<file path="src/rtl/past_notes_replay_pkg.sv">
// past_notes_replay_pkg
//   Shared definitions for the past-notes replay block: default widths,
//   the rest-note code and the replay FSM state encoding.
package past_notes_replay_pkg;

    localparam int NOTE_W = 4;   // width of one note code
    localparam int DEPTH  = 5;   // history slots replayed
    localparam int DUR_W  = 11;  // hold-duration counter width

    localparam logic [NOTE_W-1:0] NOTE_REST = '0;

    typedef enum logic [1:0] {
        ST_IDLE = 2'd0,
        ST_SEEK = 2'd1,
        ST_HOLD = 2'd2,
        ST_DONE = 2'd3
    } replay_state_t;

endpackage

</file>
<file path="src/rtl/dffre.sv">
// dffre
//   Flop with async active-low reset (to zero) and synchronous enable.
//   Ports: clk, rst_n, en, d[W-1:0] -> q[W-1:0]
module dffre #(
    parameter int W = 1
) (
    input  logic         clk,
    input  logic         rst_n,
    input  logic         en,
    input  logic [W-1:0] d,
    output logic [W-1:0] q
);

    always_ff @(posedge clk or negedge rst_n) begin
        if (!rst_n)  q <= '0;
        else if (en) q <= d;
    end

endmodule

</file>
<file path="src/rtl/past_notes_replay_dur_counter.sv">
// replay_dur_counter
//   Loadable down-counter holding the remaining cycles of a replayed note.
//   Load has priority over decrement; decrement stops at zero so the count
//   never wraps.
//   Ports: clk, rst_n, i_load, i_load_val[DUR_W-1:0], i_dec
//          -> o_cnt[DUR_W-1:0], o_zero
module replay_dur_counter #(
    parameter int DUR_W = 11
) (
    input  logic             clk,
    input  logic             rst_n,
    input  logic             i_load,
    input  logic [DUR_W-1:0] i_load_val,
    input  logic             i_dec,
    output logic [DUR_W-1:0] o_cnt,
    output logic             o_zero
);

    logic             w_en;
    logic [DUR_W-1:0] w_d;

    assign o_zero = (o_cnt == '0);
    assign w_en   = i_load | (i_dec & ~o_zero);
    assign w_d    = i_load ? i_load_val : (o_cnt - DUR_W'(1));

    dffre #(.W(DUR_W)) u_cnt_q (
        .clk   (clk),
        .rst_n (rst_n),
        .en    (w_en),
        .d     (w_d),
        .q     (o_cnt)
    );

endmodule

</file>
<file path="src/rtl/past_notes_replay.sv">
// past_notes_replay
//   Snapshots the past-notes history on a replay request and plays it back
//   oldest-first, each non-rest note held for max(dur_in,1) cycles after a
//   one-cycle seek. Rest slots are skipped at one cycle each.
//   Ports:
//     clk, reset (async, active low)
//     play_enable   - run; low freezes SEEK/HOLD in place
//     replay_start  - start request, sampled only in IDLE
//     notes_in      - history bus, slot 0 newest, slot DEPTH-1 oldest
//     dur_in        - hold cycles, sampled when a note is launched
//     note_out      - replayed note (registered)
//     new_note      - one-cycle pulse when note_out takes a new note
//     busy          - state != IDLE
//     done          - high for the single DONE cycle
module past_notes_replay
    import past_notes_replay_pkg::*;
#(
    parameter int P_NOTE_W = NOTE_W,
    parameter int P_DEPTH  = DEPTH,
    parameter int P_DUR_W  = DUR_W
) (
    input  logic                        clk,
    input  logic                        reset,
    input  logic                        play_enable,
    input  logic                        replay_start,
    input  logic [P_DEPTH*P_NOTE_W-1:0] notes_in,
    input  logic [P_DUR_W-1:0]          dur_in,
    output logic [P_NOTE_W-1:0]         note_out,
    output logic                        new_note,
    output logic                        busy,
    output logic                        done
);

    localparam int IDX_W = (P_DEPTH > 1) ? $clog2(P_DEPTH) : 1;

    replay_state_t                          r_state;
    logic [IDX_W-1:0]                       r_idx;
    logic [P_DEPTH-1:0][P_NOTE_W-1:0]       r_snap;
    logic [P_NOTE_W-1:0]                    r_note_out;
    logic                                   r_new_note;

    logic [P_NOTE_W-1:0]                    w_cur;
    logic                                   w_cur_rest;
    logic [P_DUR_W-1:0]                     w_load_val;
    logic                                   w_load;
    logic                                   w_dec;
    logic                                   w_zero;
    logic [P_DUR_W-1:0]                     w_cnt;

    assign w_cur      = r_snap[r_idx];
    assign w_cur_rest = (w_cur == NOTE_REST[P_NOTE_W-1:0]);

    // dur_in = 0 behaves as 1: the SEEK->HOLD edge already counts as one
    // hold cycle, so the counter is loaded with the remaining cycles.
    assign w_load_val = (dur_in == '0) ? '0 : (dur_in - P_DUR_W'(1));
    assign w_load     = (r_state == ST_SEEK) && play_enable && !w_cur_rest;
    assign w_dec      = (r_state == ST_HOLD) && play_enable;

    replay_dur_counter #(.DUR_W(P_DUR_W)) u_dur_cnt (
        .clk        (clk),
        .rst_n      (reset),
        .i_load     (w_load),
        .i_load_val (w_load_val),
        .i_dec      (w_dec),
        .o_cnt      (w_cnt),
        .o_zero     (w_zero)
    );

    always_ff @(posedge clk or negedge reset) begin
        if (!reset) begin
            r_state    <= ST_IDLE;
            r_idx      <= '0;
            r_snap     <= '0;
            r_note_out <= '0;
            r_new_note <= 1'b0;
        end else begin
            r_new_note <= 1'b0;
            case (r_state)
                ST_IDLE: begin
                    if (replay_start) begin
                        r_snap  <= notes_in;
                        r_idx   <= IDX_W'(P_DEPTH - 1);
                        r_state <= ST_SEEK;
                    end
                end
                ST_SEEK: begin
                    if (play_enable) begin
                        if (!w_cur_rest) begin
                            r_note_out <= w_cur;
                            r_new_note <= 1'b1;
                            r_state    <= ST_HOLD;
                        end else if (r_idx == '0) begin
                            r_state <= ST_DONE;
                        end else begin
                            r_idx <= r_idx - IDX_W'(1);
                        end
                    end
                end
                ST_HOLD: begin
                    // Counter decrements inside u_dur_cnt; leave only once it is drained.
                    if (play_enable && w_zero) begin
                        if (r_idx == '0) begin
                            r_state <= ST_DONE;
                        end else begin
                            r_idx   <= r_idx - IDX_W'(1);
                            r_state <= ST_SEEK;
                        end
                    end
                end
                ST_DONE: begin
                    r_note_out <= '0;
                    r_state    <= ST_IDLE;
                end
                default: r_state <= ST_IDLE;
            endcase
        end
    end

    assign note_out = r_note_out;
    assign new_note = r_new_note;
    assign busy     = (r_state != ST_IDLE);
    assign done     = (r_state == ST_DONE);

endmodule

</file>
<file path="config.mk">
export PLATFORM = sky130hd
export DESIGN_NAME = past_notes_replay
export DESIGN_NICKNAME = d
export VERILOG_FILES = /design/src/rtl/past_notes_replay_pkg.sv /design/src/rtl/dffre.sv /design/src/rtl/past_notes_replay_dur_counter.sv /design/src/rtl/past_notes_replay.sv
export SDC_FILE = /design/constraint.sdc
export NUM_CORES = 1
export LEC_CHECK = 0
export CORE_MARGIN = 1.5
export CORE_UTILIZATION = 30
export DETAILED_ROUTE_END_ITERATION = 12
export PLACE_DENSITY_LB_ADDON = 0.15
export SLEW_MARGIN = 10
export SYNTH_ARGS = -nofsm -noshare
export SYNTH_HDL_FRONTEND = slang
export SYNTH_SLANG_ARGS = --single-unit
</file>
<file path="constraint.sdc">
create_clock -name clk -period 2.15 [get_ports clk]
set_clock_uncertainty 0.2 [all_clocks]
set_input_delay 0.5375 -clock clk [delete_from_list [all_inputs] [get_ports clk]]
set_output_delay 0.5375 -clock clk [all_outputs]
set_load 0.01 [all_outputs]
</file>
Word level (Yosys, flattened, before mapping)
Index checks and enable logic that the tools add are counted.
Widths: inputs -> output; s select.
{ "totals": {"regBits": 41, "in_bits": 35, "out_inout_bits": 7, "elab_cells": 66} }
{ "op_classes": {"add_sub_neg": 3, "n_lt_le_gt_ge": 1, "n_eq_ne": 9, "mux": 23, "bitwise_logic": 3, "n_reduce_logical": 17} }
{ "op_table": {"columns": ["op", "n"], "rows": [
  ["$logic_not 11->1", 2],
  ["$mux 11", 2],
  ["$sub 11x1->11 const B", 2],
  ["$mux 3", 5],
  ["$bmux 4 s3", 1],
  ["$mux 2", 6],
  ["$mux 4", 3],
  ["$pmux 3 s3", 1],
  ["$ne 2x2->1 const B", 4],
  ["$pmux 2 s4", 1],
  ["$pmux 4 s2", 1],
  ["$reduce_and 5->1", 1],
  ["$eq 2x2->1 const B", 2],
  ["$logic_and 1x1->1", 4],
  ["$logic_not 4->1", 1],
  ["$lt 3x4->1 const B", 1],
  ["$reduce_and 4->1", 1],
  ["$reduce_bool 2->1", 2],
  ["$logic_not 3->1", 1],
  ["$mux 1", 3],
  ["$ne 3x2->1 const B", 1],
  ["$reduce_and 3->1", 1],
  ["$reduce_bool 3->1", 1],
  ["$sub 3x1->3 const B", 1],
  ["other kinds (8)", 8]
]} }

Logic depth before layout (Yosys ltp)
Gate-level depths: netlist (run 1).
{ "logic_depth": {"depth_word": 6, "depth_mapped": 9, "depth_no_buf": 8} }

By module
Synthesis (run 1) repeated with hierarchy kept, for this count alone.
{ "hier_totals": {"hier_cells": 253, "area_unflattened_um2": 2641.3} }
{ "by_module_without_submodules": {"columns": ["module", "n_inst", "cells_each", "area_each_um2", "seq_area_each_um2"], "rows": [
  ["past_notes_replay", 1, 174, 1864.3, 750.7],
  ["dffre", 1, 23, 447.9, 275.3],
  ["replay_dur_counter", 1, 56, 329.1, 0.0]
]} }

Least setup slack after synthesis (run 1)
No wires, ideal clock.
{ "synth_path": {"kind": "reg2reg", "startpoint": "register u_dur_cnt.u_cnt_q.q[0]", "endpoint": "register u_dur_cnt.u_cnt_q.q[5]", "setup_time_ps": 125, "t_arrival_ps": 1620, "required_ps": 1825, "path_slack_ps": 205, "path_stages_with_launch": 9, "path_buffers": 0, "synth_period_minus_slack_ps": 1945, "cell_sequence": "dfrtp_1 inv_1 ha_1 nor2b_1 nand4_1 nand3_1 nor4b_1 xnor2_1 mux2i_1"} }
{ "synth_between": {"elab_chain_cells": 4, "word_cells_on_any_way": 6, "classes_between": "add/sub (1); mux (1); bitwise (3); reduce/logical (1)"} }
{ "synth_rtl": {"columns": ["element", "line", "rtl"], "rows": [
  ["start: declaration", "dffre.sv:11", "output logic [W-1:0] q"],
  ["start signal: assignment", "dffre.sv:15", "if (!rst_n) q <= '0;"],
  ["start signal: assignment", "dffre.sv:16", "else if (en) q <= d;"],
  ["parallel branches: the longest is 4 deep, another holds $sub 11x1->11", null, null]
]} }
Several ways; the timed one is not identified.
A chain may end at the register's enable or synchronous reset.

Worst setup path in the final report (run 1)
{ "layout_path": {"startpoint": "register r_state[0]", "endpoint": "output port done"} }
{ "layout_between": {"elab_chain_cells": 1} }
{ "layout_rtl": {"columns": ["element", "line", "rtl"], "rows": [
  ["start: declaration", "past_notes_replay.sv:36", "replay_state_t r_state;"],
  ["start signal: assignment", "past_notes_replay.sv:71", "r_state <= ST_IDLE;"],
  ["start signal: assignment", "past_notes_replay.sv:83", "r_state <= ST_SEEK;"],
  ["start signal: assignment", "past_notes_replay.sv:91", "r_state <= ST_HOLD;"],
  ["$eq 2x2->1", "past_notes_replay.sv:122", "assign done = (r_state == ST_DONE);"],
  ["end: declaration", "past_notes_replay.sv:31", "output logic done"]
]} }
Every way passes these cells.

==> results of run 1 <==
[state kept, by name (all words and copies together), names as in the netlist]
register	cells
r_snap	20
u_dur_cnt.u_cnt_q.q	11
note_out	4
r_idx	3
r_state	2
new_note	1
[cell usage after synthesis, types with 4 or more instances]
| cell type | instances |
|---|---|
| sky130_fd_sc_hd__nand2_1 | 15 |
| sky130_fd_sc_hd__ha_1 | 11 |
| sky130_fd_sc_hd__nor2_1 | 15 |
| sky130_fd_sc_hd__xnor2_1 | 11 |
| sky130_fd_sc_hd__o21ai_2 | 7 |
| sky130_fd_sc_hd__nor4_1 | 7 |
| sky130_fd_sc_hd__xor2_1 | 6 |
| sky130_fd_sc_hd__mux2i_1 | 13 |
| sky130_fd_sc_hd__dfrtp_1 | 41 |
| sky130_fd_sc_hd__mux2_2 | 20 |
| sky130_fd_sc_hd__nand3_1 | 10 |
| sky130_fd_sc_hd__o21ai_0 | 4 |
| sky130_fd_sc_hd__nor3_1 | 7 |
| sky130_fd_sc_hd__a21oi_1 | 4 |
| sky130_fd_sc_hd__inv_1 | 11 |
[cell families after synthesis]
logic type / Yosys count / synth area share, %
adders and majority gates: 11 / 5.547
and+or+nand+nor: 75 / 16.04
muxes: 33 / 14.32
xor gates and xnor gates: 17 / 6.001
buffers and inverters: 18 / 4.488
DFF: 41 / 41.35
AOI/OAI and AO/OA: 37 / 12.25
[how the worst min path moves through the flow]
stage,startpoint,endpoint,slack [ps],cells past startpoint
after floorplan,reset,new_note,40,0
after global placement,r_snap[2],r_snap[2],290,1
after detailed placement,r_snap[18],r_snap[18],290,1
after CTS,reset,u_dur_cnt.u_cnt_q.q[9],6,1
after global routing,reset,u_dur_cnt.u_cnt_q.q[9],30,1
final,reset,u_dur_cnt.u_cnt_q.q[9],-8,1
[layer usage]
| layer | share of wire (%) | track usage, % | up-vias |
|---|---|---|---|
| li1 | - | - | 995 |
| met1 | 53 | 19.67 | 956 |
| met2 | 43 | 19.38 | 27 |
| met5 | 0 | 0 | - |
| met3 | 3.3 | 2.994 | 2 |
| met4 | 0.55 | 2.612 | 0 |
[timing repair]
action | in CTS | in global routing
resized for setup | 3 | 28
pin swaps | 0 | 6
buffers inserted | 0 | 5
endpoints found under the setup margin | 9 | 21
[power by group through the flow]
stage               Combinational (uW)  Sequential [uW]  Clock (uW)
floorplan                         1660             1420           0
global placement                  2400             1480           0
detailed placement                2420             1480           0
CTS                               2420             1470         484
global route                      2920             1550         519
finish                            2660             1490         465
[area by class of cell]
cell class	instances	area, um^2
sequential	41	1030
multi-input combinational	173	1449
clock inverter	1	5.005
clock buffer	5	68.82
inverter	11	41.29
tap	102	127.6
fill	798	4367
timing repair buffer	82	759.5
[per-stage QoR]
| step | util (%) | setup slack (ps) | cells | hold WS [ps] |
|---|---|---|---|---|
| after floorplan | - | 204.5 | 232 | 41.91 |
| after global placement | 41.44 | -183.3 | 404 | 291.4 |
| after detailed placement | 41.44 | -218.0 | 404 | 294.2 |
| after CTS | 42.36 | -19.73 | 410 | 6.461 |
| after global routing | 44.36 | -51.52 | 415 | 32.86 |
| final | 44.36 | 48.74 | 415 | -7.866 |
[cell usage in the layout (no fill, tap or decap), types with 4 or more instances in the layout]
cell type and count:
sky130_fd_sc_hd__clkdlybuf4s50_1 38, sky130_fd_sc_hd__dfrtp_1 38, sky130_fd_sc_hd__buf_4 35, sky130_fd_sc_hd__mux2_2 20
sky130_fd_sc_hd__nor2_1 15, sky130_fd_sc_hd__nand2_1 14, sky130_fd_sc_hd__mux2i_1 12, sky130_fd_sc_hd__xnor2_1 11
sky130_fd_sc_hd__inv_1 10, sky130_fd_sc_hd__ha_1 10, sky130_fd_sc_hd__nand3_1 9, sky130_fd_sc_hd__o21ai_2 8
sky130_fd_sc_hd__xor2_1 6, sky130_fd_sc_hd__nor3_1 5, sky130_fd_sc_hd__clkbuf_8 5, sky130_fd_sc_hd__o21ai_1 4
sky130_fd_sc_hd__nor4_2 4, sky130_fd_sc_hd__nor3_2 4
==> results.md, run 1 <==
Global routing:
- The first global-routing pass estimated 9204 um of wire.
- The initial antenna violation count is 0.
- The maximum number of pins on one net before global-route repair is 23.
- In the global route stage, overall resource usage came out at 13.18%.
- For this run the aggregate overflow at the end of global routing stands at 0.
- The number of global-route vias before repair is around 1900.

Pwr:
- In this run switching power makes up approximately 40% of total power.
- The analysis attributes to net switching a power of 1792 uW.
- The total power draw is 4613 uW.
- The clock share of power is approximately 10%.
- The power per cell area is between 1000 and 1500 nW/um^2.
- Per report_power, the combinational group accounts for 57.6% of the total.
- The internal portion of the total power is between 2000 and 3000 uW.
- Sequential cells account for around a third of the total power.
- The peak supply drop is 0.0004626 V.
- Summed over all cells, the static leakage comes to approximately 0.0015 uW.

Drt:
- The post-detailed-route wirelength per cell is 13.53 um.
- The overall routed net length is 5617 um.
- For this run, design rule violations remaining after detail routing come to 0.
- Dividing the detail-routed via count by the number of cells gives approximately 4.8.
- The residual antenna-violating net count after detailed routing is 0.
- The iteration count of the initial detailed-routing pass is 4.
- Detailed routing inserted a total of 1980 vias.
- The first-iteration detailed-routing DRC count is 66.

Synthesis:
- The share of async-settable or async-resettable flops after synthesis is 100.0%.
- During synthesis, Yosys emitted a total of 0 warnings.
- The number of distinct library cells after synthesis is 45.
- The fraction of synthesized cell area taken by the top area cell type is 41.35%.
- For this run, the register share of the synthesized area comes to 41.35%.
- The cell count after synthesis is 232.
- The most used flip-flop cell after synthesis is sky130_fd_sc_hd__dfrtp_1.
- Counting flops with a built-in enable in the synthesized netlist gives 0.
- The cell accounting for the most synthesized area is sky130_fd_sc_hd__dfrtp_1.
- The mean post-synth cell area is 10.69 um^2.
- The mapped cell area is 2481 um^2.
- By area the synthesized netlist is led by sky130_fd_sc_hd__dfrtp_1 (41%), sky130_fd_sc_hd__mux2_2 (9.1%), sky130_fd_sc_hd__ha_1 (5.5%).
- Counting every net in the synthesized netlist gives 278.
- Counting flops and latches in the post-synthesis netlist gives 41.

Cells and area:
- The share of final-layout standard cells stronger than drive strength 1 is 33.23%.
- The post-route cell area is 3481 um^2.
- The area growth from synthesis to layout is 40.29%.
- The final net count is 360.
- The antenna diode count is 0.

Outcome:
- The checks that failed: negative hold slack.
- The run finished, with violations left.

Clock network:
- No sink is reached through more buffers than the 2 on the longest clock path.
- The number of hold buffers added after CTS was 0.
- The clock insertion delay at the later pin of the skew report is 280 ps.
- The total number of clock tree sinks is 41.
- The CTS tree is done.
- The library cell used as clock root buffer is sky130_fd_sc_hd__clkbuf_8.
- The total CTS buffers is 5.
- After clock tree synthesis, the clock-pin slew on the worst setup and hold paths is 80 ps.
- The number of H-tree levels is 2.

Setup path:
- The length in cells of the worst reg-to-reg path is 7.
- The critical path capture point type is an output port.
- The critical path's largest stage delay is 390 ps.
- The setup path with the least slack is of type reg2out.
- The critical path crosses 3 cells after its start point.
- The timing endpoint of the critical path is done.
- The endpoint identified for the worst register-to-register timing path is r_state[1].
- The combined buffer and inverter count along the critical path is 2.
- The data arrival at the endpoint of the critical path is 1360 ps.
- The beginning of the critical path is r_state[0].
- The slowest stage cell on the critical path is sky130_fd_sc_hd__dfrtp_1.
- The register-to-register setup slack is 80 ps.
- The required time at the worst-slack endpoint is 1410 ps.
- The largest fanout on the critical path is 5.
- The source of the worst register-to-register timing path is r_idx[0].
- The signal on the critical path passes through buf_4, ha_1, dlygate4sd2_1.
- STA classifies the critical path startpoint as a flop.
- The category of cells accounting for the largest share of critical-path delay is buffers and inverters.

Placed design:
- In this run the cell area measured after placement is 3252 um^2.
- Buffers placed on the I/O ports in this run total 41.
- The weighted congestion reported at the end of routability-driven placement is 0.8361.
- The sum of net half-perimeters after detailed placement is about 4200 um.

Run:
- Across the run, the number of max-cap violations was 0.

Floorplanning:
- The core region is 7848 um^2.
- The count of boundary I/O pins is 42.
- The die is ~94 um tall.
- The starting density of the core is 31.62%.
- The number of rows created at floorplan is 32.
- From left edge to right edge, the die measures ~94 um.
- The overall die area is 8825 um^2.

Timing:
- The shortest period the worst path allows is roughly 2100 ps.
- Summed over all failing endpoints, the final setup total negative slack is 0 ps.
- The number of failing hold endpoints at the final stage is 10.
- The tightest hold path in the finished design has a slack of -7.866 ps.
- Setup repair after global routing could not meet its margin everywhere.
- Headroom to the max-slew limit came out at 69.68%.
- The final critical path takes up between 90% and 100% of the cycle.
- Static timing analysis puts the maximum clock frequency at around 0.48 GHz.
- Setup violations remaining at the end of the flow were counted as 0.
- The total count of max-transition violations in the final report is 0.
- The transition at the pin with the smallest max-transition slack is 454.8 ps.

Worst hold path:
- The worst hold path class is in2async.
No activity file was read; power rests on OpenSTA's default activity.
==> inputs of run 2 (changes only) <==
--- a/config.mk
+++ b/config.mk
@@ -6,7 +6,7 @@
 export NUM_CORES = 1
 export LEC_CHECK = 0
 export CORE_MARGIN = 1.5
-export CORE_UTILIZATION = 30
+export CORE_UTILIZATION = 40
 export DETAILED_ROUTE_END_ITERATION = 12
 export PLACE_DENSITY_LB_ADDON = 0.15
 export SLEW_MARGIN = 10
==> run 2 against run 1 <==
Effect of this change:
- the flow now finishes without violations
- global-route usage grew 3.7 points
- die area shrank 24%
- core utilization grew 15 points
- cell count shrank 5.5%
- register-to-register slack lost 70 ps
- clock power grew 11%
- hold slack gained 320 ps
- sequential power is essentially flat
- largest power group unchanged
- highest routed layer unchanged
==> results.md, run 2 (synthesis gave the netlist of run 1 again) <==
Pwr:
- The leakage power summed over all cells was 0.001485 uW (+0.77%).
- The sequential fraction of design power came to 31.6% (-0.8 points).
- The net switching power is 1795 uW (+0.19%).
- The peak supply drop was 0.0007320 V (+58%).
- The switching fraction of total power is 38.37% (-0.48 points).
- The clock share of power is 11.0% (+0.9 points).
- The power per cell area is 1332 nW/um^2 (+0.50%).
- The combinational cell fraction of total power is 57.4% (-0.2 points).
- The total internal power is 2884 uW (+2.2%).
- The total power draw is 4680 uW (+1.4%).

Timing:
- The total count of max-transition violations in the final report came to 0 (unchanged).
- Setup repair after global routing could not meet its margin everywhere.
- The number of failing hold endpoints at the final stage is 0 (-10).
- The final worst-path cycle share was 99.72% (+2.0 points).
- The shortest period the worst path allows is 2144 ps (+42.62 ps).
- The transition at the pin with the smallest max-transition slack is 423.6 ps (-31.17 ps).
- The relative slew slack is 71.76% (+2.1 points).
- The fmax is 0.4664 GHz (-2.0%).
- The final setup TNS is 0 ps (unchanged).
- The hold slack is 308.8 ps (+316.7 ps).
- The worst setup margin came to 6.120 ps (-42.62 ps).
- The total of endpoints with negative setup slack in the final report is 0 (unchanged).

Clock network:
- The deepest clock path buffer count is 2 (unchanged).
- The total number of clock tree sinks came to 41 (unchanged).
- The clock insertion delay at the later pin of the skew report is 300 ps (+20 ps).
- The number of H-tree levels was 2 (unchanged).
- The root buffer cell chosen for the clock tree is sky130_fd_sc_hd__clkbuf_8.
- The CTS clock-pin slew for the worst setup and hold paths came to 80 ps (about the same).
- The CTS tree is done.
- The total CTS buffers is 5 (unchanged).

Floorplanning:
- The area inside the core boundary is 5956 um^2 (-24%).
- The number of rows created at floorplan was 28 (-13%).
- The overall die area is 6685 um^2 (-24%).
- The width of the chip is 81.76 um (-13%).
- The die boundary height is 81.76 um (-13%).
- The starting density of the core is 41.66% (+10 points).
- The count of boundary I/O pins is 42 (unchanged).

Drt:
- The post-route DRC violation count was 0 (unchanged).
- The wire length on met1 is 2434 um (-19%).
- The first-iteration detailed-routing DRC count is 69 (+4.5%).
- The per-cell via count in the routed design is 5.168 (+8.3%).
- The iteration count of the initial detailed-routing pass is 4 (unchanged).
- The residual antenna-violating net count after detailed routing came to 0 (unchanged).
- The top layer used by detailed routing is met4.
- The total via count after detailed routing is 2026 (+2.3%).
- The overall routed net length is 5574 um (-0.77%).
- The amount of wire on met2 after detailed routing is 2903 um (+21%).
- The post-detailed-route wirelength per cell came to 14.22 um (+5.1%).
- The total met3 wirelength after detailed routing is 164 um (-11%).

Placed design:
- The post-placement setup slack is -220.7 ps (-2.665 ps).
- The number of I/O port buffers is 41 (unchanged).
- The total placed instance area is 3173 um^2 (-2.4%).
- The weighted congestion reported at the end of routability-driven placement is 0.8268 (-1.1%).
- The sum of net half-perimeters after detailed placement is 4067 um (-4.2%).

Setup path:
- The slowest stage cell on the critical path is sky130_fd_sc_hd__dfrtp_2.
- The critical path's largest stage delay is 460 ps (+70 ps).
- The required time at the worst-slack endpoint came to 2140 ps (+730 ps).
- In this design, the largest share of critical-path delay is due to compound AO/OA/AOI/OAI gates.
- STA classifies the critical path startpoint as a flop.
- The combined buffer and inverter count along the critical path was 2 (unchanged).
- In this design, the critical path's most frequently occurring cell is sky130_fd_sc_hd__mux2i_1.
- The category of the most critical setup path is reg2reg.
- The data arrival at the endpoint of the critical path is 2130 ps (+770 ps).
- The critical path capture point type is a flop.
- The largest fanout on the critical path is 6 (+1).
- Traced cell by cell, the critical path runs through buf_6, mux2i_1, o21a_1, a2bb2oi_4, a31oi_4, buf_12, mux2i_1, nor2_1.

Cells and area:
- The register bank with the most flops is r_snap.
- The share of final-layout standard cells stronger than drive strength 1 came to 33.44% (+0.21 points).
- Compared with the post-synthesis result, the final layout area differs by 41.60%.
- The top cell types in the final layout, fill and taps aside, are sky130_fd_sc_hd__dfrtp_1 (40), sky130_fd_sc_hd__clkdlybuf4s50_1 (38), sky130_fd_sc_hd__buf_4 (34).
- The final net count came to 362 (+0.56%).
- The antenna diode count is 0 (unchanged).
- The number of inserted filler cells in the final layout is 543 (-32%).
- The post-route cell area is 3513 um^2 (+0.93%).
- The flip-flop count of the largest register after layout is 20 (unchanged).
- The most common cell after layout, fill and taps aside is sky130_fd_sc_hd__dfrtp_1.

Global routing:
- The number of global-route vias before repair was 1882 (-1.1%).
- The initial antenna violation count is 0 (unchanged).
- The maximum number of pins on one net before global-route repair was 26 (+13%).
- The wire length of the first global-routing pass came to 8590 um (-6.7%).
- The total global routing track utilization is 16.92% (+3.7 points).
- The remaining global-route overflow was 0 (unchanged).

Run:
- The number of violations of the max-capacitance limit is 0 (unchanged).

Outcome:
- The run finished with clean final reports.

Worst hold path:
- The worst hold path belongs to the class reg2reg.
run 2: cell types whose count changed in the layout (fill, tap and decap cells not counted), sizes merged:
cell         change
buf              -1
clkbuf           +3
dlygate4sd3      +1
clkinvlp         +2
clkinv           -1
run 2: layer usage:
layer  track usage (%)  vias up
met3             3.444        8
met1             20.64      982
li1                  -     1001
met2             29.84       35
met4             5.085        0
met5                 0        -
run 2: timing repair:
item	4_1_cts	5_1_grt
buffers inserted	0	11
endpoints found under the hold margin	16	0
hold buffers	1	0
endpoints found under the setup margin	4	20
gates resized for setup	3	26
cloned	0	2
pin swaps	0	12
run 2: metrics by stage:
| stage | utilization (%) | instances |
|---|---|---|
| 2_1_floorplan | - | 232 |
| 3_3_place_gp | 53.28 | 371 |
| 3_5_place_dp | 53.28 | 371 |
| 4_1_cts | 54.90 | 380 |
| 5_1_grt | 58.99 | 392 |
| 6_report | 58.99 | 392 |
run 2: power groups by stage:
stage | clock network (uW) | logic (uW) | registers [uW]
detailed placement | 0 | 2340 | 1480
finish | 517 | 2680 | 1480
global route | 560 | 2930 | 1530
global placement | 0 | 2300 | 1460
floorplan | 0 | 1660 | 1420
CTS | 533 | 2330 | 1460
run 2: final cells by class:
type	instances	area, um^2	area share, %
timing repair buffer	84	815.8	23.22
clock inverter	2	15.01	0.4274
clock buffer	6	72.57	2.066
sequential	41	1027	29.24
tap	75	93.84	2.671
inverter	11	41.29	1.175
multi-input combinational	173	1448	41.20
run 2: worst paths after layout:
check | start | endpoint | slack [ps] | cells after the start
max | r_idx[0] | note_out[1] | 6 | 8
max reg2reg | r_idx[0] | note_out[1] | 6 | 8
min reg2reg | r_snap[17] | r_snap[17] | 310 | 1
min | r_snap[17] | r_snap[17] | 310 | 1
min in group asynchronous | reset | new_note | 490 | 2
max in group asynchronous | reset | r_idx[0] | 760 | 3
run 2: worst reg2reg max path: cells and delay by family, from the launching register on:
kind / cells / cell delay (ps)
AO/OA/AOI/OAI: 3 / 740
multiplexers: 2 / 280
flip-flops: 1 / 460
AND/OR/NAND/NOR: 1 / 60
buffers and inverters: 2 / 300
==> inputs of run 3 (changes only) <==
--- a/config.mk
+++ b/config.mk
@@ -5,8 +5,10 @@
 export SDC_FILE = /design/constraint.sdc
 export NUM_CORES = 1
 export LEC_CHECK = 0
+export CELL_PAD_IN_SITES_DETAIL_PLACEMENT = 2
+export CELL_PAD_IN_SITES_GLOBAL_PLACEMENT = 2
 export CORE_MARGIN = 1.5
-export CORE_UTILIZATION = 40
+export CORE_UTILIZATION = 34
 export DETAILED_ROUTE_END_ITERATION = 12
 export PLACE_DENSITY_LB_ADDON = 0.15
 export SLEW_MARGIN = 10
==> run 3 against run 2 <==
Effect of this change:
- hold slack lost 310 ps
- critical path type unchanged
- routed wire length grew 38%
- core utilization shrank 6.3 points
- via count grew 5.2%
- register-to-register slack lost 70 ps
- the flow now finishes with violations (negative hold slack, negative setup slack)
- cell area grew 3.5%
- total power grew 9.8%
- highest routed layer unchanged
- clock-buffer cell count shrank 1
==> results.md, run 3 (synthesis gave the netlist of run 1 again) <==
Setup path:
- The slowest stage cell on the critical path is sky130_fd_sc_hd__dfrtp_1.
- The critical path's largest stage delay is 420 ps (-40 ps).
- In this run the critical register-to-register path is launched from r_snap[13].
- The length in cells of the worst reg-to-reg path is 8 (unchanged).
- The register-to-register setup slack is -60 ps (-70 ps).
- The largest fanout on the critical path is 10 (+4).
- The data arrival at the endpoint of the critical path is 2200 ps (+70 ps).
- The critical path depth in cells was 8 (unchanged).
- The cell type with the highest occurrence count on the critical path is sky130_fd_sc_hd__buf_12.
- Traced cell by cell, the critical path runs through nor4_1, a21oi_1, a2bb2oi_4, a31oi_4, buf_12, buf_12, a32oi_2, o21ai_1.
- The required time at the worst-slack endpoint is 2140 ps (about the same).
- The beginning of the critical path is r_snap[13].
- The category of the most critical setup path is reg2reg.
- The kind of start point of the critical path is a flop.
- The combined buffer and inverter count along the critical path is 2 (unchanged).
- STA classifies the critical path endpoint as a flop.
- The category of cells accounting for the largest share of critical-path delay is compound AO/OA/AOI/OAI gates.
- Following the worst setup path forward leads to its endpoint at u_dur_cnt.u_cnt_q.q[0].
- The worst register-to-register path ends at u_dur_cnt.u_cnt_q.q[0].

Floorplanning:
- The die boundary height is 88.43 um (+8.2%).
- The number of rows created at floorplan is 30 (+7.1%).
- The count of boundary I/O pins is 42 (unchanged).
- The starting density of the core is 35.92% (-5.7 points).
- The width of the chip came to 88.43 um (+8.2%).
- The area inside the core boundary came to 6907 um^2 (+16%).
- The overall die area is 7819 um^2 (+17%).

Outcome:
- The checks that failed: negative hold slack, negative setup slack.
- The run finished, with violations left.

Cells and area:
- The count of placed standard cells in the final layout, fillers left out was 420 (+7.1%).
- The flip-flop count of the largest register after layout is 20 (unchanged).
- The utilization after layout was 52.64% (-6.3 points).
- Leaving out fill and tap cells, the most frequent cells in the layout are sky130_fd_sc_hd__buf_4 (45), sky130_fd_sc_hd__dfrtp_1 (39), sky130_fd_sc_hd__clkdlybuf4s50_1 (38).
- The area taken by multi-input logic gates is 1510 um^2 (+4.3%).
- The library cell used most frequently in the layout, excluding fill and tap cells, is sky130_fd_sc_hd__buf_4.
- Counting flops per register, the top entry is r_snap.
- The register area is 1028 um^2 (+0.12%).
- The final net count is 369 (+1.9%).
- The layout overhead on the synthesized area is 46.55%.
- The share of final-layout standard cells stronger than drive strength 1 is 39.81% (+6.4 points).
- The antenna diode count is 0 (unchanged).
- The number of inserted filler cells in the final layout is 714 (+31%).

Timing:
- Setup repair after global routing could not meet its margin everywhere.
- The final setup TNS is -164.8 ps (-164.8 ps).
- The total count of max-transition violations in the final report was 0 (unchanged).
- The number of failing hold endpoints at the final stage is 6 (+6).
- The relative slew slack came to 66.44% (-5.3 points).
- The total of endpoints with negative setup slack in the final report is 4 (+4).
- The shortest period the worst path allows is 2210 ps (+66.07 ps).
- The transition at the pin with the smallest max-transition slack came to 503.4 ps (+79.73 ps).
- The worst setup margin is -59.95 ps (-66.07 ps).
- The fmax is 0.4525 GHz (-3.0%).
- The hold slack is -5.313 ps (-314.2 ps).
- The final worst-path cycle share is 102.8% (+3.1 points).

Drt:
- The per-cell via count in the routed design is 5.076 (-1.8%).
- The total via count after detailed routing is 2132 (+5.2%).
- The overall routed net length is 7679 um (+38%).
- The iteration count of the initial detailed-routing pass is 4 (unchanged).
- The first-iteration detailed-routing DRC count came to 28 (-59%).
- The residual antenna-violating net count after detailed routing is 0 (unchanged).
- The post-detailed-route wirelength per cell came to 18.28 um (+29%).
- The post-route DRC violation count is 0 (unchanged).

Clock network:
- The cell sitting at the root of the clock tree is a sky130_fd_sc_hd__clkbuf_8.
- TritonCTS built the clock tree.
- The clock insertion delay at the later pin of the skew report is 300 ps (about the same).
- The total CTS buffers is 5 (unchanged).
- The deepest clock path buffer count is 2 (unchanged).
- The CTS clock-pin slew for the worst setup and hold paths is 90 ps (about the same).
- The total number of clock tree sinks is 41 (unchanged).
- The number of H-tree levels was 2 (unchanged).

Placed design:
- The count of placed standard cells including taps is 405 (+9.2%).
- The weighted congestion reported at the end of routability-driven placement was 0.7295 (-12%).
- The sum of net half-perimeters after detailed placement is 5265 um (+29%).
- The number of I/O port buffers is 41 (unchanged).

Global routing:
- The remaining global-route overflow is 0 (unchanged).
- The total global routing track utilization was 19.85% (+2.9 points).
- The maximum number of pins on one net before global-route repair is 24 (-7.7%).
- The number of global-route vias before repair was 2362 (+26%).
- The wire length of the first global-routing pass is 11820 um (+38%).
- The initial antenna violation count came to 0 (unchanged).

Worst hold path:
- The worst hold path class is in2async.

Pwr:
- The peak supply drop is 0.0005863 V (-20%).
- The leakage power summed over all cells is 0.001534 uW (+3.3%).
- The power per cell area is 1414 nW/um^2 (+6.1%).

Run:
- The number of violations of the max-capacitance limit is 0 (unchanged).
==> run 3: cell types whose count changed in the layout (fill, tap and decap cells not counted), moves of 2 or more <==
| cell | previous run | this run |
|---|---|---|
| sky130_fd_sc_hd__ha_2 | 1 | 4 |
| sky130_fd_sc_hd__nand3_1 | 5 | 8 |
| sky130_fd_sc_hd__nand3_2 | 5 | 2 |
| sky130_fd_sc_hd__ha_1 | 9 | 7 |
| sky130_fd_sc_hd__buf_6 | 2 | 0 |
| sky130_fd_sc_hd__nor4_1 | 5 | 1 |
| sky130_fd_sc_hd__buf_4 | 34 | 45 |
| sky130_fd_sc_hd__nor4_2 | 3 | 6 |
| sky130_fd_sc_hd__nor3_1 | 5 | 3 |
==> run 3: routing by layer <==
layer  share of wire, %  wire length (um)  vias to the layer above  global-route usage [%]
met4                2.2               168                        0                   4.261
met2                 54              4177                       39                   38.72
li1                   -                 -                     1012                       -
met5                  0                 0                        -                       0
met3                2.3               173                       13                   3.358
met1                 41              3159                     1068                   22.46
==> run 3: layout make-up <==
cell class	count	share of cell area [%]
repair buffers	91	23.26
inverters	11	1.136
clock buffers	5	1.893
multi-input cells	173	41.53
clock inverters	3	0.5850
well taps	96	3.304
flip-flops and latches	41	28.29
==> run 3: report_power, final <==
group	switching, uW	internal [uW]	total (uW)
clock	312	231	544
sequential	348	1170	1510
combinational	1430	1650	3080
total	2090	3050	5140
==> run 3: worst min-delay path by stage <==
| stage | cells after the start | endpoint | slack, ps |
|---|---|---|---|
| 6_report | 1 | u_dur_cnt.u_cnt_q.q[10] | -5 |
| 5_1_grt | 1 | u_dur_cnt.u_cnt_q.q[10] | 5 |
| 4_1_cts | 1 | u_dur_cnt.u_cnt_q.q[7] | 10 |
| 3_5_place_dp | 1 | r_snap[0] | 300 |
| 3_3_place_gp | 1 | r_snap[0] | 290 |
| 2_1_floorplan | 0 | new_note | 40 |
==> run 3: worst register-to-register path, cell delays in order, from the launching register on <==
cell and delay, ps:
sky130_fd_sc_hd__dfrtp_1 420, sky130_fd_sc_hd__nor4_1 360, sky130_fd_sc_hd__a21oi_1 170, sky130_fd_sc_hd__a2bb2oi_4 220
sky130_fd_sc_hd__a31oi_4 140, sky130_fd_sc_hd__buf_12 180, sky130_fd_sc_hd__buf_12 130, sky130_fd_sc_hd__a32oi_2 190
sky130_fd_sc_hd__o21ai_1 100
==> run 3: metrics by stage <==
stage	area, um^2	hold slack (ps)	power (uW)	setup slack [ps]
finish	3636	-5.313	5140	-59.95
global route	3636	5.140	5496	-183.5
CTS	3451	10.11	4841	0.6364
detailed placement	3309	296.4	4155	-304.8
global placement	3309	288.5	4005	-158.5
floorplan	2481	41.91	3072	204.5
==> run 3: timing repair <==
action | in CTS | in global routing
setup buffers | 3 | 3
hold buffers | 0 | 0
pin swaps | 1 | 8
resized for setup | 8 | 35
endpoints found under the setup margin | 11 | 22
cloned | 0 | 1
